## src/rtl/pipe_ctrl_pkg.sv

```systemverilog
// Shared pipeline-control definitions: controller states, register-number width
// and the instruction word loaded into IF/ID on a flush.
package pipe_ctrl_pkg;

   typedef enum logic {
      RUN     = 1'b0,
      MD_WAIT = 1'b1
   } state_t;

   localparam int REG_W = 5;

   // sll $0,$0,0 -- the canonical MIPS NOP
   localparam logic [31:0] NOP_INSTR = 32'h0000_0000;

endpackage

```

## src/rtl/md_busy_timer.sv

```systemverilog
// Occupancy timer for the multiply/divide unit: loads MD_LAT-1 on start,
// counts down while waiting and unfrozen, and reports zero/busy.
module md_busy_timer #(
   parameter int MD_LAT = 32
) (
   input  logic clk,
   input  logic rst,
   input  logic load,
   input  logic in_wait,
   input  logic freeze,
   output logic cnt_zero,
   output logic md_busy
);

   localparam logic [5:0] LOAD_VAL = 6'(MD_LAT - 1);

   logic [5:0] md_cnt;

   always_ff @(posedge clk or negedge rst) begin
      if (!rst) begin
         md_cnt <= 6'd0;
      end else if (!freeze) begin
         if (load)
            md_cnt <= LOAD_VAL;
         else if (in_wait && (md_cnt != 6'd0))
            md_cnt <= md_cnt - 6'd1;
      end
   end

   assign cnt_zero = (md_cnt == 6'd0);
   assign md_busy  = in_wait && !cnt_zero;

endmodule

```

## src/rtl/hazard_ctrl.sv

```systemverilog
// Hazard and sequencing controller for the 5-stage MIPS pipeline.
// Define HAZARD_CTRL_PERF_EN to build the stall/flush performance counters.
module hazard_ctrl
   import pipe_ctrl_pkg::*;
#(
   parameter int MD_LAT = 32,
   parameter int CNT_W  = 32
) (
   input  logic             clk,
   input  logic             rst,
   input  logic [REG_W-1:0] id_rs,
   input  logic [REG_W-1:0] id_rt,
   input  logic             id_uses_rt,
   input  logic             id_md_dep,
   input  logic             id_jump,
   input  logic             ex_mem_read,
   input  logic [REG_W-1:0] ex_rt,
   input  logic             ex_branch_taken,
   input  logic             ex_md_start,
   input  logic             dmem_ready,
   output logic             pc_wr_en,
   output logic             if_id_wr_en,
   output logic             if_id_flush,
   output logic             id_ex_bubble,
   output logic             pipe_freeze,
   output logic             md_busy,
   output logic [CNT_W-1:0] stall_cycles,
   output logic [CNT_W-1:0] flush_events
);

   state_t state_q, state_d;
   logic   freeze;
   logic   lu;
   logic   mdh;
   logic   cnt_zero;
   logic   stall_act;

   assign freeze = !dmem_ready;

   assign lu = ex_mem_read && (ex_rt != '0) &&
               ((ex_rt == id_rs) || (id_uses_rt && (ex_rt == id_rt)));

   assign mdh = (state_q == MD_WAIT) && id_md_dep && !cnt_zero;

   md_busy_timer #(
      .MD_LAT (MD_LAT)
   ) u_timer (
      .clk      (clk),
      .rst      (rst),
      .load     ((state_q == RUN) && ex_md_start),
      .in_wait  (state_q == MD_WAIT),
      .freeze   (freeze),
      .cnt_zero (cnt_zero),
      .md_busy  (md_busy)
   );

   always_ff @(posedge clk or negedge rst) begin
      if (!rst)
         state_q <= RUN;
      else
         state_q <= state_d;
   end

   always_comb begin
      state_d = state_q;
      if (!freeze) begin
         case (state_q)
            RUN:     if (ex_md_start) state_d = MD_WAIT;
            MD_WAIT: if (cnt_zero)    state_d = RUN;
            default: state_d = RUN;
         endcase
      end
   end

   assign stall_act = !freeze && !ex_branch_taken && (lu || mdh);

   // Priority: freeze > branch > stall > jump > run. Reset forces a held, bubbled pipe.
   always_comb begin
      pc_wr_en     = 1'b1;
      if_id_wr_en  = 1'b1;
      if_id_flush  = 1'b0;
      id_ex_bubble = 1'b0;
      pipe_freeze  = 1'b0;
      if (!rst) begin
         pc_wr_en     = 1'b0;
         if_id_wr_en  = 1'b0;
         id_ex_bubble = 1'b1;
      end else if (freeze) begin
         pc_wr_en     = 1'b0;
         if_id_wr_en  = 1'b0;
         pipe_freeze  = 1'b1;
      end else if (ex_branch_taken) begin
         if_id_wr_en  = 1'b0;
         if_id_flush  = 1'b1;
         id_ex_bubble = 1'b1;
      end else if (lu || mdh) begin
         pc_wr_en     = 1'b0;
         if_id_wr_en  = 1'b0;
         id_ex_bubble = 1'b1;
      end else if (id_jump) begin
         if_id_wr_en  = 1'b0;
         if_id_flush  = 1'b1;
      end
   end

`ifdef HAZARD_CTRL_PERF_EN
   logic [CNT_W-1:0] stall_q;
   logic [CNT_W-1:0] flush_q;

   always_ff @(posedge clk or negedge rst) begin
      if (!rst) begin
         stall_q <= '0;
         flush_q <= '0;
      end else begin
         if ((freeze || stall_act) && !(&stall_q))
            stall_q <= stall_q + 1'b1;
         if (if_id_flush && !(&flush_q))
            flush_q <= flush_q + 1'b1;
      end
   end

   assign stall_cycles = stall_q;
   assign flush_events = flush_q;
`else
   logic unused_perf;
   assign unused_perf  = stall_act;
   assign stall_cycles = '0;
   assign flush_events = '0;
`endif

endmodule

```

## config.mk

```make
export PLATFORM = sky130hd
export DESIGN_NAME = hazard_ctrl
export DESIGN_NICKNAME = d
export VERILOG_FILES = /design/src/rtl/pipe_ctrl_pkg.sv /design/src/rtl/md_busy_timer.sv /design/src/rtl/hazard_ctrl.sv
export SDC_FILE = /design/constraint.sdc
export NUM_CORES = 1
export LEC_CHECK = 0
export CAP_MARGIN = 25
export CORE_MARGIN = 2
export CORE_UTILIZATION = 50
export CTS_CLUSTER_DIAMETER = 40
export DETAILED_ROUTE_END_ITERATION = 8
export DONT_BUFFER_PORTS = 1
export PLACE_DENSITY = 0.72
export SYNTH_ARGS = -nofsm -noshare
export SYNTH_HDL_FRONTEND = slang
export SYNTH_SLANG_ARGS = --single-unit
```

## constraint.sdc

```tcl
create_clock -name clk -period 2.2 [get_ports clk]
set_clock_uncertainty 0.1 [all_clocks]
set_input_delay 0.55 -clock clk [delete_from_list [all_inputs] [get_ports clk]]
set_output_delay 0.55 -clock clk [all_outputs]
set_load 0.02 [all_outputs]
```

==> impl_metrics.toml, run 1 <==
[power_and_ir_drop]
powerDensity_nw_per_um2 = 619
power_mw = 0.674
vdd_ir_drop_max_mv = 0.517
p_leak_nw = 0.527

[critical_path]
cpPeakStageDelay_ns = 0.47
end_kind = "primary output"
worst_ep_required_time_ns = 1.55
cp_max_fo = 6
cp-start-kind = "register"
ff2ff_setup_slack_ns = 0.35
arrival_ns = 1.97
cp_num_buf_inv = 2
path_class = "reg -> out"
crit_family = "simple AND/OR/NAND/NOR gates"
cpMaxStageDelayCell = "or4b_4"
crit_chain = "inv_2, ha_4, or4b_4, o211ai_4, nand2_1, o211ai_1, buf_4"

[logic_synthesis]
syn_inst = 142
synth_area_um2 = 1120
ys_seq_elements = 7
asyncSetResetFlopFracSynth_pct = 100
yosysWarnings = 0
ys_types = 31
ys_seq_area_share_pct = 15.6
synth_area_per_cell_um2 = 7.90
synth-edff-count = 0
synth-main-ff-cell = "dfrtp_1"

[die]
design.die.area_um2 = 2640
die_h_um = 51.4
initial_core_util_pct = 51.7
die_x_um = 51.4
pin_count = 94
rows = 17
core_area_um2 = 2170

[routing]
drt_pre_antenna_iters = 4
wl_met1_um = 637
wirelength_um = 1890
wl_per_cell_um = 10.1
maxUsedRoutingLayer = "met4"
via_count = 797
postRouteAntennaNets = 0
drc_errors = 0
dr_wl_met2_um = 983
vias_per_cell = 4.26
wl_met3_um = 235
drt_iter0_markers = 8

[timing]
slew_headroom_pct = 61.7
fmaxAchievable_ghz = 0.381
rsz0062_at_grt = "true"
fin_ws_ns = -0.423
tightest_slew_ns = 0.572
final-setup-viol-count = 4
drv_slew = 0
final.period_utilization_pct = 119
hold_viol_final = 0
layout_min_cycle_time_ns = 2.62

[outcome]
violations = "setup timing"
status = "finished, violations left"

[cells_and_area]
fin_util_pct = 50.2
drive_above_1_share_pct = 18.2
fillers = 212
area_growth_pct = -3.01
antenna_cells = 0
fin_nets = 186

[cts]
cts_root_buf = "clkbuf_4"
htree_levels = 1
clk_path_buf_depth = 2
cts_tree = "built"
cts_buffers = 3
clkTransAtPathRegs_ns = 0.05
clock_sinks = 7
clk_latency_ns = 0.26

[run]
drv_cap = 0

[grt]
grt_max_degree = 10
grt_pass1_vias = 671
grt_pass1_wl_um = 2730
grt_usage_pct = 13.8
grt_overflow = 0
antenna_found_initial = 0

[placed_design]
portBuffers = 0
place.gp.congestion = 0.871
dp_hpwl_um = 1560

[worst_hold_path]
hold_class = "in -> reg"
-- flip-flops by register name, indices dropped and copies added, names as in the netlist --
name            flops
state_q             1
u_timer.md_cnt      6
-- cells by family after synthesis --
group                    count (synthesis)  synth area share, %
flip-flops                               7                 15.6
other                                    1                0.334
AO/OA/AOI/OAI                           20                 12.3
adder cells (fa/ha/maj)                  2                 2.23
XOR/XNOR                                10                 7.80
AND/OR/NAND/NOR                         30                 15.2
multiplexers                             2                 1.78
buffers and inverters                   70                 44.8
-- cells in the final DEF (no fill, tap or decap), drive strengths merged, types with 2 or more instances in the layout --
cell type / synthesis / routed
o21ai: 6 / 6
inv: 6 / 6
nand4: 2 / 2
or4b: 2 / 2
o211ai: 3 / 3
buf: 64 / 13
nand3: 8 / 8
nor2: 4 / 4
conb: 1 / 64
dfrtp: 7 / 7
ha: 2 / 2
clkbuf: 0 / 4
xnor2: 10 / 10
a22oi: 2 / 2
nand2: 5 / 5
o22ai: 2 / 2
or3: 3 / 3
a31oi: 2 / 2
a21oi: 2 / 2
mux2i: 2 / 2
-- through the flow --
| step | worst slack [ns] | area [um^2] | setup TNS (ns) | instances | hold WS (ns) |
|---|---|---|---|---|---|
| 2_1_floorplan | -0.227 | 1390 | -0.535 | 205 | 0.154 |
| 3_3_place_gp | -0.174 | 1020 | -0.600 | 179 | 0.155 |
| 3_5_place_dp | -0.192 | 1020 | -0.635 | 179 | 0.155 |
| 4_1_cts | -0.431 | 1070 | -1.61 | 185 | 0.281 |
| 5_1_grt | -0.515 | 1090 | -2.04 | 187 | 0.288 |
| 6_report | -0.423 | 1090 | -1.67 | 187 | 0.289 |
-- path summary, 6_finish.rpt --
kind,endpoint,startpoint,cells past startpoint
hold reg to reg,u_timer.md_cnt[5]$_DFFE_PN0P_,u_timer.md_cnt[5]$_DFFE_PN0P_,2
setup reg to reg,u_timer.md_cnt[0]$_DFFE_PN0P_,u_timer.md_cnt[1]$_DFFE_PN0P_,6
hold / removal,state_q$_DFFE_PN0P_,dmem_ready,1
setup / recovery,if_id_flush,u_timer.md_cnt[1]$_DFFE_PN0P_,7
max in group asynchronous,u_timer.md_cnt[5]$_DFFE_PN0P_,rst,1
min in group asynchronous,u_timer.md_cnt[0]$_DFFE_PN0P_,rst,1
-- cell usage after synthesis (2+ instances only) --
library cell	n	area, um^2
nand3_1	8	40.0
or4b_1	2	20.0
nand4_1	2	12.5
dfrtp_1	7	175
ha_1	2	25.0
a31oi_1	2	12.5
inv_1	6	22.5
buf_4	64	480
o211ai_1	2	15.0
xnor2_1	10	87.6
a22oi_1	2	15.0
or3_2	2	15.0
o21ai_0	5	25.0
a21oi_1	2	10.0
mux2i_1	2	20.0
nor2_1	4	15.0
o22ai_1	2	12.5
nand2_1	5	18.8
-- final cells by class --
type	instances	area, um^2	area share [%]
flip-flops and latches	7	175	16.1
multi-input cells	128	722	66.3
inverters	6	22.5	2.07
well taps	28	35.0	3.22
repair buffers	14	108	9.89
clock buffers	4	26.3	2.41
-- where the power goes --
part           switching (mW)  internal [mW]
sequential             0.0229          0.159
clock                  0.0537         0.0696
combinational           0.222          0.146
-- routing by layer --
| layer | vias up | GRT usage (%) |
|---|---|---|
| met3 | 4 | 4.68 |
| li1 | 388 | - |
| met5 | - | 0 |
| met2 | 51 | 25.0 |
| met4 | 0 | 6.58 |
| met1 | 354 | 14.0 |
-- timing repair --
item                                    in CTS  in global routing
hold endpoints to repair                     7                  0
gates resized for setup                      1                  0
setup buffers                                1                  2
endpoints found under the setup margin       4                  4
hold buffers                                 1                  0
pin swaps                                    5                  1
Note: power is estimated with default switching activity, not from simulation.
==> inputs of run 2 (changes only) <==
--- a/config.mk
+++ b/config.mk
@@ -15,3 +15,4 @@
 export SYNTH_ARGS = -nofsm -noshare
 export SYNTH_HDL_FRONTEND = slang
 export SYNTH_SLANG_ARGS = --single-unit
+export TNS_END_PERCENT = 20
==> constraint.sdc (replaced) <==
create_clock -name clk -period 2.3 [get_ports clk]
set_clock_uncertainty 0.1 [all_clocks]
set_input_delay 0.575 -clock clk [delete_from_list [all_inputs] [get_ports clk]]
set_output_delay 0.575 -clock clk [all_outputs]
set_load 0.02 [all_outputs]
==> run 2 against run 1 <==
  * The flow still finishes with violations (setup timing)
  * Critical path depth down 1
  * Sequential cell count is the same
  * Clock power down 9%
  * Hold slack better by 0.023 ns
  * First-iteration DRC count grew 25%
==> impl_metrics.toml, run 2 (same netlist as run 1, synthesis figures left out) <==
[power_and_ir_drop]
powerDensity_nw_per_um2 = 588
vdd_ir_drop_max_mv = 0.244
p_leak_nw = 0.515

[outcome]
status = "finished, violations left"
violations = "setup timing"

[cells_and_area]
final_common_cell = "conb_1"
stdcell_area_um2 = 1070
fillers = 206
drive_above_1_share_pct = 17.2
reg.largest.list = "u_timer.md_cnt (6), state_q (1)"
largest_reg_flops = 6
area_growth_pct = -5.02
instances_no_fill = 185
mostFrequentLayoutCells = "64 x conb_1, 11 x buf_4, 10 x xnor2_1"
top_register = "u_timer.md_cnt"
fin_util_pct = 49.1
fin_nets = 184
antenna_cells = 0

[cts]
cts_root_buf = "clkbuf_4"
clock_sinks = 7
cts_tree = "built"
clk_path_buf_depth = 2
clk_latency_ns = 0.26
cts_buffers = 3
clkTransAtPathRegs_ns = 0.05
htree_levels = 1

[grt]
antenna_found_initial = 0
grt_overflow = 0
grt_pass1_wl_um = 2740
grt_max_degree = 10
grt_usage_pct = 13.8
grt_pass1_vias = 663

[critical_path]
cp-start-kind = "register"
end_kind = "primary output"
cp_max_fo = 6
worst_ep_required_time_ns = 1.62
arrival_ns = 1.97
path_class = "reg -> out"

[timing]
final-setup-viol-count = 4
fin_ws_ns = -0.342
layout_min_cycle_time_ns = 2.64
drv_slew = 0
rsz0062_at_grt = "true"
tightest_slew_ns = 0.536
slew_headroom_pct = 64.1
hold_viol_final = 0
timing.setup.tns_ns = -1.26
final.period_utilization_pct = 115
fmaxAchievable_ghz = 0.379

[die]
initial_core_util_pct = 51.7
rows = 17
design.die.area_um2 = 2640
core_area_um2 = 2170
pin_count = 94
die_x_um = 51.4
die_h_um = 51.4

[placed_design]
place.gp.congestion = 0.892
dp_worst_setup_slack_ns = -0.113
dpl.cell_count = 179
place_area_um2 = 1020
dp_hpwl_um = 1530
portBuffers = 0

[worst_hold_path]
hold_class = "in -> reg"

[routing]
drt_iter0_markers = 10
wirelength_um = 1860
wl_per_cell_um = 10.1
vias_per_cell = 4.41
via_count = 815
drc_errors = 0
drt_pre_antenna_iters = 4
postRouteAntennaNets = 0

[run]
drv_cap = 0
[run 2: changes by cell type in the layout (fill, tap and decap cells not counted)]
cell / delta
o21ai_1: -1
buf_4: -2
a21oi_4: -1
a21oi_2: +1
o21ai_0: +1
[run 2: what timing repair did]
action	4_1_cts	5_1_grt
setup endpoints to repair	4	4
hold endpoints to repair	7	0
pin swaps	3	0
hold buffers	1	0
buffers inserted	1	0
gates resized for setup	1	0
[run 2: worst max-delay path, cell delays in order (launching register included)]
cell	delay, ns
dfrtp_1	0.38
inv_2	0.08
ha_4	0.13
or4b_4	0.47
o211ai_4	0.24
nand4_1	0.15
a21oi_2	0.26
[run 2: metal layers]
metal	wire length (um)	part of all wire [%]	GRT usage (%)	up-vias
met4	45	2.4	7.89	0
met1	628	34	14.2	371
met3	207	11	3.22	4
met5	0	0	0	-
li1	-	-	-	385
met2	983	53	25.2	55
[run 2: final timing paths]
path	startpoint	to	slack, ns	cells past startpoint
max	u_timer.md_cnt[1]$_DFFE_PN0P_	if_id_wr_en	-0.34	6
min	dmem_ready	state_q$_DFFE_PN0P_	0.31	1
max reg2reg	u_timer.md_cnt[1]$_DFFE_PN0P_	u_timer.md_cnt[1]$_DFFE_PN0P_	0.51	6
min reg2reg	u_timer.md_cnt[5]$_DFFE_PN0P_	u_timer.md_cnt[5]$_DFFE_PN0P_	0.53	2
max in group asynchronous	rst	u_timer.md_cnt[1]$_DFFE_PN0P_	1.29	1
min in group asynchronous	rst	u_timer.md_cnt[5]$_DFFE_PN0P_	0.55	1
[run 2: layout make-up]
type | count | area [um^2] | area share, %
multi-input combinational | 128 | 714 | 67.0
sequential | 7 | 175 | 16.4
timing repair buffer | 12 | 92.6 | 8.69
tap | 28 | 35.0 | 3.29
clock buffer | 4 | 26.3 | 2.46
inverter | 6 | 22.5 | 2.11
[run 2: through the flow]
step	power, mW	hold WS [ns]
finish	0.627	0.312
CTS	0.626	0.311
global route	0.668	0.336
global placement	0.490	0.180
floorplan	0.485	0.179
detailed placement	0.498	0.180
[run 2: power breakdown]
group,switching [mW],leakage [nW],internal [mW]
combinational,0.210,0.425,0.129
sequential,0.0219,0.0750,0.153
clock,0.0460,0.0150,0.0663
total,0.278,0.515,0.348
